===== src/rtl/mem_io_bridge_pkg.sv =====
// mem_io_bridge_pkg: I/O map constants, read-select type and byte helper for mem_io_bridge
package mem_io_bridge_pkg;
   localparam logic [17:0] IO_BASE       = 18'h30000;
   localparam logic [17:0] IO_UART_ADDR  = IO_BASE;
   localparam logic [17:0] IO_CLK_ADDR   = IO_BASE + 18'h4;
   localparam logic [17:0] IO_STALL_ADDR = IO_BASE + 18'h8;
   localparam logic [1:0]  IO_SEL_BIT    = 2'b11;
   typedef enum logic {SEL_RAM, SEL_IO} rd_sel_t;
   function automatic logic [7:0] byte_of(input logic [31:0] v, input logic [1:0] i);
      return v[{i, 3'b000} +: 8];
   endfunction
endpackage


===== src/rtl/mem_io_bridge_fifo.sv =====
// io_tx_fifo: UART TX byte FIFO with registered near-full flag and sticky overflow flag
// Ports: clk_in, rst_in (sync, active-low); push/push_data enqueue; ready dequeues the head
//   when valid; data/valid present the head; full, near_full, count, overflow report status.
module io_tx_fifo
   import mem_io_bridge_pkg::*;
#(
   parameter int TX_DEPTH_BIT = 4,
   parameter int FULL_MARGIN  = 2
) (
   input  logic                  clk_in,
   input  logic                  rst_in,
   input  logic                  push,
   input  logic [7:0]            push_data,
   input  logic                  ready,
   output logic [7:0]            data,
   output logic                  valid,
   output logic                  full,
   output logic                  near_full,
   output logic [TX_DEPTH_BIT:0] count,
   output logic                  overflow
);
   localparam int DEPTH = 1 << TX_DEPTH_BIT;
   localparam logic [TX_DEPTH_BIT:0] NEAR_LEVEL = (TX_DEPTH_BIT + 1)'(DEPTH - FULL_MARGIN);
   logic [7:0] mem [DEPTH];
   logic [TX_DEPTH_BIT-1:0] wr_ptr, rd_ptr;
   logic [TX_DEPTH_BIT:0] count_next;
   logic do_push, do_pop;
   assign valid = count != '0;
   assign full = count == (TX_DEPTH_BIT + 1)'(DEPTH);
   assign data = mem[rd_ptr];
   assign do_pop = valid && ready;
   // a same-cycle pop frees the slot a push into a full FIFO needs
   assign do_push = push && (!full || do_pop);
   assign count_next = count + (TX_DEPTH_BIT + 1)'(do_push) - (TX_DEPTH_BIT + 1)'(do_pop);
   always_ff @(posedge clk_in) begin
      if (!rst_in) begin
         wr_ptr <= '0;
         rd_ptr <= '0;
         count <= '0;
         near_full <= 1'b0;
         overflow <= 1'b0;
      end else begin
         if (do_push) wr_ptr <= wr_ptr + TX_DEPTH_BIT'(1);
         if (do_pop) rd_ptr <= rd_ptr + TX_DEPTH_BIT'(1);
         count <= count_next;
         near_full <= count_next >= NEAR_LEVEL;
         overflow <= overflow || (push && !do_push);
      end
   end
   always_ff @(posedge clk_in) begin
      if (do_push) mem[wr_ptr] <= push_data;
   end
endmodule


===== src/rtl/mem_io_bridge.sv =====
// mem_io_bridge: routes CPU byte accesses to RAM or the memory-mapped I/O window
// Ports: clk_in, rst_in (sync, active-low); cpu_a/cpu_wr/cpu_dout/cpu_din CPU bus;
//   io_buffer_full back-pressure; ram_a/ram_we/ram_dout/ram_din RAM port;
//   tx_data/tx_valid/tx_ready UART TX; rx_data/rx_valid/rx_pop UART RX;
//   program_stop sticky stop flag; stop_done stop flag with TX drained.
// Optional: define BRIDGE_STALL_COUNT_EN to add a stall-cycle counter at 0x30008..0x3000B.
module mem_io_bridge
   import mem_io_bridge_pkg::*;
#(
   parameter int TX_DEPTH_BIT = 4,
   parameter int FULL_MARGIN  = 2,
   parameter int RAM_ADDR_BIT = 17
) (
   input  logic                    clk_in,
   input  logic                    rst_in,
   input  logic [31:0]             cpu_a,
   input  logic                    cpu_wr,
   input  logic [7:0]              cpu_dout,
   output logic [7:0]              cpu_din,
   output logic                    io_buffer_full,
   output logic [RAM_ADDR_BIT-1:0] ram_a,
   output logic                    ram_we,
   output logic [7:0]              ram_dout,
   input  logic [7:0]              ram_din,
   output logic [7:0]              tx_data,
   output logic                    tx_valid,
   input  logic                    tx_ready,
   input  logic [7:0]              rx_data,
   input  logic                    rx_valid,
   output logic                    rx_pop,
   output logic                    program_stop,
   output logic                    stop_done
);
   logic is_io, wr_io, rd_io, rd_uart, rd_clk, wr_stop, tx_push, primed, tx_full, overflow;
   logic [7:0] tx_push_data, io_next, io_rdata;
   logic [31:0] cycles, cycles_snap;
   logic [TX_DEPTH_BIT:0] tx_count;
   rd_sel_t sel;
   assign is_io = cpu_a[17:16] == IO_SEL_BIT;
   assign ram_a = cpu_a[RAM_ADDR_BIT-1:0];
   assign ram_dout = cpu_dout;
   assign ram_we = rst_in && cpu_wr && !is_io;
   assign wr_io = cpu_wr && is_io;
   assign rd_io = !cpu_wr && is_io;
   assign wr_stop = wr_io && cpu_a[17:0] == IO_CLK_ADDR;
   // the stop write queues a 0x00 marker that bypasses the zero filter
   assign tx_push = wr_stop || (wr_io && cpu_a[17:0] == IO_UART_ADDR && cpu_dout != 8'h00);
   assign tx_push_data = wr_stop ? 8'h00 : cpu_dout;
   assign rd_uart = rd_io && cpu_a[17:0] == IO_UART_ADDR;
   assign rd_clk = rd_io && cpu_a[17:2] == IO_CLK_ADDR[17:2];
`ifdef BRIDGE_STALL_COUNT_EN
   logic rd_stall;
   logic [31:0] stalls, stalls_snap;
   assign rd_stall = rd_io && cpu_a[17:2] == IO_STALL_ADDR[17:2];
   always_ff @(posedge clk_in) begin
      if (!rst_in) begin
         stalls <= '0;
         stalls_snap <= '0;
      end else begin
         if (io_buffer_full) stalls <= stalls + 32'd1;
         if (rd_stall && cpu_a[1:0] == 2'd0) stalls_snap <= stalls;
      end
   end
`endif
   // byte 0 reads the live counter; the upper bytes come from the snapshot it takes
   always_comb begin
      io_next = 8'h00;
      if (rd_uart) io_next = rx_valid ? rx_data : 8'h00;
      if (rd_clk) io_next = cpu_a[1:0] == 2'd0 ? cycles[7:0] : byte_of(cycles_snap, cpu_a[1:0]);
`ifdef BRIDGE_STALL_COUNT_EN
      if (rd_stall) io_next = cpu_a[1:0] == 2'd0 ? stalls[7:0] : byte_of(stalls_snap, cpu_a[1:0]);
`endif
   end
   always_ff @(posedge clk_in) begin
      if (!rst_in) begin
         sel <= SEL_RAM;
         primed <= 1'b0;
         io_rdata <= 8'h00;
         rx_pop <= 1'b0;
         cycles <= '0;
         cycles_snap <= '0;
         program_stop <= 1'b0;
         stop_done <= 1'b0;
      end else begin
         sel <= is_io ? SEL_IO : SEL_RAM;
         primed <= 1'b1;
         io_rdata <= io_next;
         rx_pop <= rd_uart && rx_valid;
         cycles <= cycles + 32'd1;
         if (rd_clk && cpu_a[1:0] == 2'd0) cycles_snap <= cycles;
         if (wr_stop) program_stop <= 1'b1;
         stop_done <= program_stop && tx_count == '0;
      end
   end
   // primed masks a read that was in flight across reset
   assign cpu_din = !primed ? 8'h00 : sel == SEL_RAM ? ram_din : io_rdata;
   io_tx_fifo #(
      .TX_DEPTH_BIT(TX_DEPTH_BIT),
      .FULL_MARGIN (FULL_MARGIN)
   ) u_fifo (
      .clk_in   (clk_in),
      .rst_in   (rst_in),
      .push     (tx_push),
      .push_data(tx_push_data),
      .ready    (tx_ready),
      .data     (tx_data),
      .valid    (tx_valid),
      .full     (tx_full),
      .near_full(io_buffer_full),
      .count    (tx_count),
      .overflow (overflow)
   );
   logic unused;
   assign unused = ^{cpu_a[31:18], tx_full, overflow};
endmodule


===== config.mk =====
export PLATFORM = sky130hd
export DESIGN_NAME = mem_io_bridge
export DESIGN_NICKNAME = d
export VERILOG_FILES = /design/src/rtl/mem_io_bridge_pkg.sv /design/src/rtl/mem_io_bridge_fifo.sv /design/src/rtl/mem_io_bridge.sv
export SDC_FILE = /design/constraint.sdc
export NUM_CORES = 1
export LEC_CHECK = 0
export CAP_MARGIN = 20
export CORE_UTILIZATION = 25
export DETAILED_ROUTE_END_ITERATION = 6
export PLACE_DENSITY = 0.55
export SLEW_MARGIN = 25
export SYNTH_ARGS = -nofsm -noshare
export SYNTH_HDL_FRONTEND = slang
export SYNTH_SLANG_ARGS = --single-unit

===== constraint.sdc =====
create_clock -name clk_in -period 2.7 [get_ports clk_in]
set_input_delay 0.27 -clock clk_in [delete_from_list [all_inputs] [get_ports clk_in]]
set_output_delay 0.27 -clock clk_in [all_outputs]
set_load 0.02 [all_outputs]

==> insert_results.sql <==
INSERT INTO impl_metrics (metric_group, metric, value, unit) VALUES
('synth', 'synth_cell_types', '52', ''),
('grt', 'antenna_found_initial', '0', ''),
('power_and_ir_drop', 'power_density', '729.3', 'mW/mm2'),
('route', 'drt_pre_antenna_iters', '4', ''),
('worst_hold_path', 'min_delay_path_depth', '4', ''),
('critical_path', 'cp_num_cells', '5', ''),
('timing', 'max_slew.worst_pin.slew', '0.7173', 'ns'),
('synth', 'netlist.area_leader.share', '39.48', '%'),
('critical_path', 'cp_data_required_time', '2.43', 'ns'),
('route', 'post_drt_via_cell_ratio', '4.485', ''),
('synth', 'synthesis.nets', '790', ''),
('power_and_ir_drop', 'power.total', '8.995', 'mW'),
('critical_path', 'start_kind', 'register', ''),
('place', 'place.detailed.hpwl', '16.01', 'mm'),
('critical_path', 'worst-r2r-setup-slack', '0.11', 'ns'),
('die', 'design.core.area', '0.03802', 'mm2'),
('layout', 'most-common-layout-cells', 'sky130_fd_sc_hd__edfxtp_1 (128), sky130_fd_sc_hd__dfxtp_1 (92), sky130_fd_sc_hd__clkdlybuf4s50_1 (84), sky130_fd_sc_hd__nand2_1 (78)', ''),
('critical_path', 'cp_slowest_cell', 'sky130_fd_sc_hd__mux4_2', ''),
('grt', 'grt_residual_overflow', '0', ''),
('layout', 'fin_nets', '902', ''),
('route', 'finalWirelength', '23.23', 'mm'),
('critical_path', 'ff2ff_path_depth', '13', ''),
('die', 'fp.dieArea', '0.03974', 'mm2'),
('route', 'drcViolationCount', '0', ''),
('synth', 'synth-seq-area-share', '59.01', '%'),
('critical_path', 'worstPathArrival', '2.39', 'ns'),
('timing', 'timing.final.hold_violations', '0', ''),
('grt', 'first_global_vias', '6171', ''),
('clock_network', 'clk_path_buf_depth', '3', ''),
('clock_network', 'clk_transition_reported_paths', '0.06', 'ns'),
('clock_network', 'cts.sinks', '223', ''),
('critical_path', 'critical_path.top_delay_family', 'multiplexers', ''),
('power_and_ir_drop', 'vdd.ir_drop.worst', '0.4181', 'mV'),
('timing', 'period_needed', '2.665', 'ns'),
('layout', 'area_delta_synth_final', '26.68', '%'),
('place', 'count_of_buffers_inserted_at_the_top_level_ports', '93', ''),
('timing', 'max_freq', '375.2', 'MHz'),
('die', 'chipWidth', '199.4', 'um'),
('clock_network', 'cts_tree', 'built', ''),
('critical_path', 'slowest_delay', '0.50', 'ns'),
('critical_path', 'critical_path.cell_chain', 'buf_12 -> buf_4 -> mux4_2 -> mux4_2 -> buf_2', ''),
('synth', 'ys.flop_type', 'sky130_fd_sc_hd__edfxtp_1', ''),
('layout', 'final_layout_size_suffix_gt1_share', '20.59', '%'),
('timing', 'pins_over_their_slew_limit', '0', ''),
('route', 'route.vias.total', '6081', ''),
('critical_path', 'r2r_end', 'u_fifo.near_full', ''),
('synth', 'post_synth_design_cell_area', '0.009737', 'mm2'),
('clock_network', 'cts-htree-levels', '1', ''),
('critical_path', 'critPathCapture', 'tx_data[5]', ''),
('grt', 'grt.total_usage', '11.76', '%'),
('timing', 'rsz_0062_raised_after_global_routing', 'true', ''),
('synth', 'synthTopCellsByArea', 'sky130_fd_sc_hd__edfxtp_1 (39%), sky130_fd_sc_hd__dfxtp_1 (20%), sky130_fd_sc_hd__mux4_2 (11%)', ''),
('synth', 'ys_seq_elements', '223', ''),
('critical_path', 'cp_common_cell', 'sky130_fd_sc_hd__mux4_2', ''),
('synth', 'asyncSetResetFlopFracSynth', '0', '%'),
('timing', 'setup-tns-final', '0', 'ns'),
('worst_hold_path', 'min_path_type', 'in2reg', ''),
('die', 'floorplan.die.height', '199.4', 'um'),
('place', 'gp_congestion', '0.7307', ''),
('timing', 'fin_crit_sh', '98.70', '%'),
('flow_run', 'timing.max_cap.violations', '0', ''),
('status', 'outcome', 'finished clean', ''),
('synth', 'syn_avg_cell_area', '13.60', 'um2'),
('route', 'avgRoutedWirePerCell', '17.13', 'um'),
('clock_network', 'insertion_delay', '0.51', 'ns'),
('critical_path', 'rr_startpoint', 'u_fifo.count[2]', ''),
('critical_path', 'worst-path-buf-inv', '3', ''),
('timing', 'layout_setup_ws', '0.03501', 'ns'),
('layout', 'fillers', '3846', ''),
('grt', 'global_route_wire_length_before_repair', '35.63', 'mm'),
('place', 'placed_area', '0.01141', 'mm2');
power by group:
group          internal [mW]  switching, mW  total (mW)
sequential              3.67         0.0895        3.76
clock                   2.03           1.31        3.35
combinational           1.04          0.853        1.89
worst min-delay path: cells and delay by family:
| kind | cells | cell delay [ns] |
|---|---|---|
| AND/OR/NAND/NOR | 1 | 0.08 |
| multiplexers | 1 | 0.05 |
| buffers and inverters | 2 | 0.35 |
area by class of cell:
cell class | instances | area, um2 | share of cell area [%]
clock inverter | 11 | 131.4 | 1.065
tap | 511 | 639.4 | 5.184
clock buffer | 33 | 675.6 | 5.478
inverter | 17 | 66.31 | 0.5376
timing repair buffer | 146 | 1415 | 11.47
multi-input combinational | 415 | 3655 | 29.63
sequential | 223 | 5752 | 46.63
cells in the mapped netlist, types with 8 or more instances:
library cell,instances
sky130_fd_sc_hd__edfxtp_1,128
sky130_fd_sc_hd__dfxtp_1,95
sky130_fd_sc_hd__nand2_1,79
sky130_fd_sc_hd__mux2i_1,48
sky130_fd_sc_hd__mux4_2,48
sky130_fd_sc_hd__buf_4,29
sky130_fd_sc_hd__nor2_1,21
sky130_fd_sc_hd__a21oi_1,20
sky130_fd_sc_hd__clkbuf_1,20
sky130_fd_sc_hd__nand3_1,17
sky130_fd_sc_hd__inv_1,16
sky130_fd_sc_hd__nand4_1,15
sky130_fd_sc_hd__and2_1,13
sky130_fd_sc_hd__ha_1,12
sky130_fd_sc_hd__xor2_1,11
sky130_fd_sc_hd__nor3_1,10
sky130_fd_sc_hd__and4_1,9
sky130_fd_sc_hd__nand2b_1,9
sky130_fd_sc_hd__and4b_1,8
sky130_fd_sc_hd__buf_2,8
sky130_fd_sc_hd__nor2b_1,8
sky130_fd_sc_hd__nor3b_1,8
sky130_fd_sc_hd__o21ai_0,8
sky130_fd_sc_hd__or3_1,8
per-layer routing:
| metal | vias to the layer above | GRT usage, % | part of all wire [%] |
|---|---|---|---|
| met5 | - | 0 | 0 |
| met4 | 0 | 2.742 | 1.5 |
| met3 | 26 | 2.160 | 4.1 |
| met2 | 126 | 20.36 | 49 |
| met1 | 3008 | 15.12 | 45 |
| li1 | 2921 | - | - |
through the flow:
stage | hold slack (ns) | utilization [%] | instances
2_1_floorplan | 0.2977 | - | 716
3_3_place_gp | 0.4413 | 30.01 | 1307
3_5_place_dp | 0.4477 | 30.01 | 1307
4_1_cts | 0.2803 | 32.10 | 1352
5_1_grt | 0.2922 | 32.44 | 1356
6_report | 0.2902 | 32.44 | 1356
sequential cells by signal (all words and copies together) (netlist names), 4 cells and up, named ones only:
signal and cells:
cycles 32, cycles_snap 32, io_rdata 8, u_fifo.count 5, u_fifo.mem 128, u_fifo.rd_ptr 4, u_fifo.wr_ptr 4
repair_timing:
item / in CTS / in global routing
endpoints found under the setup margin: 8 / 4
setup buffers: 1 / 2
gates cloned: 0 / 2
hold buffers: 0 / 0
pin swaps: 0 / 6
resized for setup: 32 / 21
worst min path at each step:
stage | start | endpoint | slack, ns
5_1_grt | rst_in | cycles_snap[28] | 0.29
3_5_place_dp | cycles_snap[17] | cycles_snap[17] | 0.45
3_3_place_gp | cycles_snap[21] | cycles_snap[21] | 0.44
4_1_cts | rst_in | u_fifo.wr_ptr[3] | 0.28
2_1_floorplan | rst_in | primed | 0.30
6_report | rst_in | cycles_snap[30] | 0.29
cells by family (layout without fill, tap and decap cells):
group | count (synthesis) | in the layout | share of synthesized area [%]
DFF | 223 | 223 | 59.01
xor gates and xnor gates | 18 | 18 | 1.619
adders and majority gates | 13 | 13 | 1.748
and+or+nand+nor | 240 | 240 | 14.01
muxes | 96 | 96 | 16.04
AOI/OAI and AO/OA | 48 | 48 | 3.303
buffers and inverters | 78 | 207 | 4.279
Power figures use the tool's default switching activity.
